<file path="config.mk">
export PLATFORM = sky130hd
export DESIGN_NAME = mem_wb_skid_flat
export DESIGN_NICKNAME = d
export VERILOG_FILES = /design/src/rtl/core_pkg.sv /design/src/rtl/mem_wb_skid_if.sv /design/src/rtl/wb_entry_reg.sv /design/src/rtl/mem_wb_skid.sv /design/src/flat_wrapper.sv
export SDC_FILE = /design/constraint.sdc
export NUM_CORES = 1
export LEC_CHECK = 0
export BUFFER_PORTS_ARGS = -buffer_cell sky130_fd_sc_hd__buf_4
export CAP_MARGIN = 15
export CORE_MARGIN = 3
export CORE_UTILIZATION = 30
export DETAILED_ROUTE_END_ITERATION = 10
export PLACE_DENSITY = 0.54
export SKIP_CTS_REPAIR_TIMING = 1
export SLEW_MARGIN = 20
export SYNTH_ARGS = -nofsm -noshare
export SYNTH_HDL_FRONTEND = slang
export SYNTH_SLANG_ARGS = --single-unit
export TNS_END_PERCENT = 20
</file>
<file path="constraint.sdc">
create_clock -name clk -period 3.3 [get_ports clk]
set_clock_uncertainty 0.05 [all_clocks]
set_input_delay 0.825 -clock clk [delete_from_list [all_inputs] [get_ports clk]]
set_output_delay 0.825 -clock clk [all_outputs]
set_load 0.02 [all_outputs]
</file>
<file path="src/rtl/core_pkg.sv">
// core_pkg: shared write-back select codes, payload struct and skid FSM states
package core_pkg;
  localparam logic [1:0] WB_ALU = 2'b00;
  localparam logic [1:0] WB_MEM = 2'b01;
  localparam logic [1:0] WB_PC4 = 2'b10;
  localparam logic [1:0] WB_IMM = 2'b11;
  typedef struct packed {
    logic [31:0] alu;
    logic [31:0] mem;
    logic [31:0] pc4;
    logic [31:0] imm;
    logic [1:0]  sel;
    logic [4:0]  rd;
    logic        we;
  } wb_payload;
  typedef enum logic [1:0] {S_EMPTY, S_ONE, S_FULL} skid_state_e;
endpackage

</file>
<file path="src/rtl/mem_wb_skid_if.sv">
// mem_wb_skid_if: MEM-side and WB-side handshake plus payload of the MEM/WB buffer
interface mem_wb_skid_if #(parameter int N = 32, parameter int RW = 5);
  logic          in_valid;
  logic          in_ready;
  logic [N-1:0]  in_alu;
  logic [N-1:0]  in_mem;
  logic [N-1:0]  in_pc4;
  logic [N-1:0]  in_imm;
  logic [1:0]    in_sel;
  logic [RW-1:0] in_rd;
  logic          in_we;
  logic          out_valid;
  logic          out_ready;
  logic [N-1:0]  out_a;
  logic [N-1:0]  out_b;
  logic [N-1:0]  out_c;
  logic [N-1:0]  out_d;
  logic [1:0]    out_sel;
  logic [RW-1:0] out_rd;
  logic          out_we;
  modport master (
    output in_valid, in_alu, in_mem, in_pc4, in_imm, in_sel, in_rd, in_we, out_ready,
    input  in_ready, out_valid, out_a, out_b, out_c, out_d, out_sel, out_rd, out_we
  );
  modport slave (
    input  in_valid, in_alu, in_mem, in_pc4, in_imm, in_sel, in_rd, in_we, out_ready,
    output in_ready, out_valid, out_a, out_b, out_c, out_d, out_sel, out_rd, out_we
  );
endinterface

</file>
<file path="src/rtl/wb_entry_reg.sv">
// wb_entry_reg: loadable payload register with synchronous active-low clear
module wb_entry_reg #(parameter int W = 8) (
  input  logic         clk,
  input  logic         rst,
  input  logic         ld,
  input  logic [W-1:0] d,
  output logic [W-1:0] q
);
  logic [W-1:0] data_d, data_q;
  // hold unless loaded
  always_comb data_d = ld ? d : data_q;
  // clear on reset, otherwise take next value
  always_ff @(posedge clk) data_q <= !rst ? '0 : data_d;
  assign q = data_q;
endmodule

</file>
<file path="src/rtl/mem_wb_skid.sv">
// mem_wb_skid: two-entry skid MEM/WB register with retire counter; MEM_WB_KILL_X0_EN drops x0 writes at capture
module mem_wb_skid import core_pkg::*; #(
  parameter int N  = 32,
  parameter int RW = 5
) (
  input  logic              clk,
  input  logic              rst,
  input  logic              flush,
  mem_wb_skid_if.slave      bus,
  output logic [31:0]       retired
);
  localparam int W = 4 * N + RW + 3;
  skid_state_e state_d, state_q;
  logic [31:0] retired_d, retired_q;
  logic in_fire, out_fire, we_cap, main_ld, skid_ld, main_we;
  logic [W-1:0] in_word, main_in, main_q, skid_q;
`ifdef MEM_WB_KILL_X0_EN
  assign we_cap = bus.in_we & (|bus.in_rd);
`else
  assign we_cap = bus.in_we;
`endif
  // next-state, entry load enables and retire count
  always_comb begin
    in_fire   = bus.in_valid & bus.in_ready;
    out_fire  = bus.out_valid & bus.out_ready;
    in_word   = {bus.in_alu, bus.in_mem, bus.in_pc4, bus.in_imm, bus.in_sel, bus.in_rd, we_cap};
    main_ld   = (state_q == S_EMPTY) ? in_fire :
                (state_q == S_ONE)   ? in_fire & out_fire : out_fire;
    main_in   = (state_q == S_FULL) ? skid_q : in_word;
    skid_ld   = (state_q == S_ONE) & in_fire & ~out_fire;
    state_d   = flush                ? S_EMPTY :
                (state_q == S_EMPTY) ? (in_fire ? S_ONE : S_EMPTY) :
                (state_q == S_ONE)   ? (in_fire & ~out_fire ? S_FULL :
                                        ~in_fire & out_fire ? S_EMPTY : S_ONE) :
                                       (out_fire ? S_ONE : S_FULL);
    retired_d = retired_q + {31'b0, out_fire};
  end
  // state and retire counter
  always_ff @(posedge clk) begin
    state_q   <= !rst ? S_EMPTY : state_d;
    retired_q <= !rst ? '0 : retired_d;
  end
  wb_entry_reg #(.W(W)) u_main (.clk, .rst, .ld(main_ld), .d(main_in), .q(main_q));
  wb_entry_reg #(.W(W)) u_skid (.clk, .rst, .ld(skid_ld), .d(in_word), .q(skid_q));
  assign bus.in_ready  = state_q != S_FULL;
  assign bus.out_valid = state_q != S_EMPTY;
  assign {bus.out_a, bus.out_b, bus.out_c, bus.out_d, bus.out_sel, bus.out_rd, main_we} = main_q;
  assign bus.out_we    = main_we & bus.out_valid;
  assign retired       = retired_q;
endmodule

</file>
<file path="src/flat_wrapper.sv">
// flat-port wrapper written by rule: the top's interface ports become plain ports
module mem_wb_skid_flat import core_pkg::*;
#(
  parameter int N  = 32,
  parameter int RW = 5
)
  (clk, rst, flush, retired, bus_in_valid, bus_in_alu, bus_in_mem, bus_in_pc4, bus_in_imm, bus_in_sel, bus_in_rd, bus_in_we, bus_out_ready, bus_in_ready, bus_out_valid, bus_out_a, bus_out_b, bus_out_c, bus_out_d, bus_out_sel, bus_out_rd, bus_out_we);
  mem_wb_skid_if #(.N(N), .RW(RW)) bus_i ();
  input  logic clk;
  input  logic rst;
  input  logic flush;
  output logic [31:0] retired;
  input wire logic [$bits(bus_i.in_valid)-1:0] bus_in_valid;
  input wire logic [$bits(bus_i.in_alu)-1:0] bus_in_alu;
  input wire logic [$bits(bus_i.in_mem)-1:0] bus_in_mem;
  input wire logic [$bits(bus_i.in_pc4)-1:0] bus_in_pc4;
  input wire logic [$bits(bus_i.in_imm)-1:0] bus_in_imm;
  input wire logic [$bits(bus_i.in_sel)-1:0] bus_in_sel;
  input wire logic [$bits(bus_i.in_rd)-1:0] bus_in_rd;
  input wire logic [$bits(bus_i.in_we)-1:0] bus_in_we;
  input wire logic [$bits(bus_i.out_ready)-1:0] bus_out_ready;
  output wire logic [$bits(bus_i.in_ready)-1:0] bus_in_ready;
  output wire logic [$bits(bus_i.out_valid)-1:0] bus_out_valid;
  output wire logic [$bits(bus_i.out_a)-1:0] bus_out_a;
  output wire logic [$bits(bus_i.out_b)-1:0] bus_out_b;
  output wire logic [$bits(bus_i.out_c)-1:0] bus_out_c;
  output wire logic [$bits(bus_i.out_d)-1:0] bus_out_d;
  output wire logic [$bits(bus_i.out_sel)-1:0] bus_out_sel;
  output wire logic [$bits(bus_i.out_rd)-1:0] bus_out_rd;
  output wire logic [$bits(bus_i.out_we)-1:0] bus_out_we;
  assign bus_i.in_valid = bus_in_valid;
  assign bus_i.in_alu = bus_in_alu;
  assign bus_i.in_mem = bus_in_mem;
  assign bus_i.in_pc4 = bus_in_pc4;
  assign bus_i.in_imm = bus_in_imm;
  assign bus_i.in_sel = bus_in_sel;
  assign bus_i.in_rd = bus_in_rd;
  assign bus_i.in_we = bus_in_we;
  assign bus_i.out_ready = bus_out_ready;
  assign bus_in_ready = bus_i.in_ready;
  assign bus_out_valid = bus_i.out_valid;
  assign bus_out_a = bus_i.out_a;
  assign bus_out_b = bus_i.out_b;
  assign bus_out_c = bus_i.out_c;
  assign bus_out_d = bus_i.out_d;
  assign bus_out_sel = bus_i.out_sel;
  assign bus_out_rd = bus_i.out_rd;
  assign bus_out_we = bus_i.out_we;
  mem_wb_skid #(.N(N), .RW(RW)) u_core (.clk(clk), .rst(rst), .flush(flush), .bus(bus_i), .retired(retired));
endmodule
</file>
==> summary by stage <==
Synthesis
The post-synthesis instance area is 0.0132 mm². When the netlist entered floorplanning its net count stood at 1675. The count of distinct cell types in the synthesized netlist is 33. The synthesis warning total is 0.

The share of the synthesized area in the top cell type is 46.5%. After synthesis, flip-flops and latches occupy 46.5% of the total area. Yosys attributes the largest share of cell area to dfxtp_1 (46%), mux2i_1 (10%), nand2_1 (8.1%). The library cell with the largest summed area after synthesis is dfxtp_1. The number of cells produced by synthesis is 1531.

The synthesis-stage register bit count is 306. The average instance in the mapped netlist occupies 8.61 µm².

Global routing
Global routing used 23.4% of the available met2 tracks. The met3 capacity usage during global routing is 3.69%. Entering global routing, the biggest net connects 137 pins. The total track usage is 14.5%. The layer flagged by global routing as most heavily used is met2. The overflow left after global routing is 0. The initial antenna violation count is 0. Global routing used 19.1% of the available met1 tracks. The via count of the first global-routing pass is 9928. The first global-routing pass estimated 55800 µm of wire.

Pwr
The power density normalized to cell area is 549 mW/mm². The share of total power consumed by net switching is 25.1%. The share of total power dissipated in the clock network is 44.1%.

Of the total power, registers draw 44.3%. Summed over all nets, the switching power comes to 2230 µW. IR analysis of the VDD net gives a maximum drop of 0.288 mV.

The cell leakage power is 0.00717 µW. Combinational logic burns 11.5% of the power. The internal power component is 6680 µW.

Hold path
The worst hold path was traced through 2 stages. In this run the most critical hold path is launched from u_core.u_skid.q[85]. The path with the worst hold slack has its endpoint at u_core.u_skid.q[85]. The classification of the worst-slack hold path is flip-flop to flip-flop.

Clock tree
The number of clock sinks is 306. The cell sitting at the root of the clock tree is a clkbuf_16. The clock transition time at the flip-flop clock pins of the worst setup and hold paths is 50 ps. The maximum count of clock buffers along a single path is 3. TritonCTS built the clock tree. The H-tree was split into 2 levels.

The number of CTS-inserted buffers is 38. The insertion delay to the later sink of the worst-skew pair is 530 ps.

Timing
Timing would allow up to 365 MHz. The total negative slack for setup checks is 0 ps. The final hold violation count is 0. Subtracting the final worst setup slack from the clock period gives 2740 ps. Setup slack on the critical path of the routed design comes to 557 ps.

Setup violations remaining at the end of the flow were counted as 0. The portion of the clock cycle consumed by the worst path in the final layout is 83.1%. Setup repair after global routing left no endpoint under its margin. The number of max-slew violations in the final report is 0. The measured slew at the worst slew-check pin is 903 ps. In this run the tightest slew margin relative to its limit is 39.8%.

Floorplanning
The floorplan die area is 0.0465 mm². The area of the core is 0.0433 mm². The initial standard-cell utilization of the core is 30.5%. The number of top-level pins is 311. The number of placement rows is 76. The die is 216 µm wide. The height of the chip is 216 µm.

Setup path
The minimum setup slack among reg-to-reg paths is 560 ps. The worst register-to-register path begins at u_core.state_q[1]. The critical path is of the flip-flop to flip-flop type. Walking the worst path, the cells encountered are o21a_1, and2_1, ha_1, nand3_1, or4_1, buf_4, or4_1, a21oi_1.

The cell with the largest stage delay on the worst path is dfxtp_1. STA classifies the critical path startpoint as a flip-flop. The number of cells on the worst reg-to-reg path is 8. For this run, the slowest stage of the critical path takes 590 ps.

The worst endpoint data arrival time is 3150 ps. The endpoint identified for the worst register-to-register timing path is u_core.retired[28]. At the worst endpoint, the required time is 3710 ps.

Counting stages on the worst path, the most repeated cell is or4_1. In this run the worst path has a maximum fanout of 18. STA classifies the critical path endpoint as a flip-flop.

Placed design
The total cell area at the placement stage is 0.0151 mm². The count of buffers inserted at the top-level ports is 310. The detailed placer's ending HPWL is 22500 µm. The final estimated routing congestion in global placement is 0.750. The post-placement cell count is 2195. OpenSTA, run right after detailed placement, puts the worst setup slack at 286 ps.

Drt
The detail route stage leaves a number of antenna-violating nets equal to 0. The average wire length per cell after detail routing is 15.4 µm. The first TritonRoute pass finished after 5 iterations. The total via count after detailed routing is 10600. After detailed routing, the number of vias per cell comes to 4.69.

In this run, the number of DRC markers left after iteration 0 of detailed routing was 558. The total detailed-routing wirelength is 34900 µm. After detailed routing, the number of remaining DRC violations is 0.

Run status
The flow ran to the end, and the final reports show no timing, DRC or antenna violations.

Final layout
The number of inserted filler cells in the final layout is 4463. The finished cells cover 0.0162 mm². The layout cell share with drive strength beyond 1 is 23.6%. The number of antenna diodes in the final layout is 0. The number of nets at the end of the flow is 1794. Compared with the post-synthesis result, the final layout area differs by 23.3%. The finished layout holds 2260 standard cells, fillers aside.

Flow run
The count of max-cap constraint violations is 0.
routing by layer:
metal / share of wire [%] / vias to the layer above
li1: - / 5367
met1: 45 / 4936
met2: 47 / 250
met3: 6.0 / 43
met4: 2.3 / 0
met5: 0 / -
how the worst max path moves through the flow:
stage                            from                    to  slack (ps)  cells past startpoint
floorplan           u_core.state_q[0]  u_core.u_main.q[100]         420                     13
global placement        bus_out_ready    u_core.retired[28]         310                      9
detailed placement      bus_out_ready    u_core.retired[26]         290                      9
CTS                 u_core.state_q[0]          bus_in_ready         520                      3
global route        u_core.state_q[1]    u_core.retired[26]         340                      8
finish              u_core.state_q[1]    u_core.retired[28]         560                      8
layout make-up:
cell class              instances  area, µm²  area share (%)
multi-input cells             968       5580            34.3
repair buffers                332       2610            16.0
inverters                       4       22.5           0.139
flip-flops and latches        306       6130            37.7
clock buffers                  58       1140            7.01
well taps                     585        732            4.50
clock inverters                 7       42.5           0.262
cell usage after synthesis:
cell	instances
nand2_1	283
a21oi_1	157
dfxtp_1	306
and3_1	6
ha_1	3
mux2i_1	138
nor4_1	1
clkbuf_2	1
o21ai_0	6
nand3_1	10
xor2_1	6
o21a_1	2
inv_1	4
or4_1	17
nor2_1	147
a211oi_1	136
and2_1	7
or2_2	2
buf_6	1
o31ai_1	14
xnor2_1	4
buf_1	7
nand2b_1	3
a211o_1	1
and4_1	1
nand4_1	10
buf_2	16
and4_2	1
nand4_2	2
buf_4	135
clkbuf_1	93
or3_1	7
nor3_1	4
power by group through the flow:
stage / registers, µW / logic, µW / clock network [µW]
after global routing: 3970 / 1120 / 4250
after global placement: 4030 / 1030 / 0
final: 3950 / 1030 / 3930
after CTS: 3960 / 1050 / 4090
after detailed placement: 4030 / 1040 / 0
after floorplan: 4000 / 740 / 0
worst max-delay path: cells and delay by family, from the launching register on:
family	cells	cell delay (ps)
flip-flops	1	590
AO/OA/AOI/OAI	2	430
adder cells (fa/ha/maj)	1	200
AND/OR/NAND/NOR	4	1200
buffers and inverters	1	200
sequential cells by signal, summed over array words and instances, names as in the netlist:
register and count:
u_core.u_main.q 136, u_core.state_q 2, u_core.retired 32, u_core.u_skid.q 136
placed cells by master, fill, tap and decap left out, drive strengths merged:
cell type,n
or3,7
o21ai,6
buf,332
nor2,147
and3,6
or2,2
a21oi,157
dfxtp,306
xnor2,4
nand3,10
a211o,1
inv,4
nand4,12
clkinv,4
nor3,4
clkinvlp,3
nor4,1
mux2i,138
and2,7
o31ai,14
o21a,2
nand2b,3
ha,3
nand2,283
clkbuf,58
xor2,6
and4,2
a211oi,136
or4,17
stage by stage:
step / hold slack [ps] / power [µW] / util (%)
after floorplan: 386 / 4740 / -
after global placement: 390 / 5060 / 34.8
after detailed placement: 396 / 5080 / 34.8
after CTS: 403 / 9090 / 37.6
after global routing: 418 / 9350 / 37.6
final: 400 / 8920 / 37.6
logic make-up (layout without fill, tap and decap cells):
family	Yosys count	after routing	synth area share (%)
mux	138	138	10.5
fa+ha+maj	3	3	0.285
xor+xnor	10	10	0.665
simple gates	501	501	15.8
flops	306	306	46.5
compound gates	316	316	14.9
buf+inv	257	401	11.4
Power figures use the tool's default switching activity.
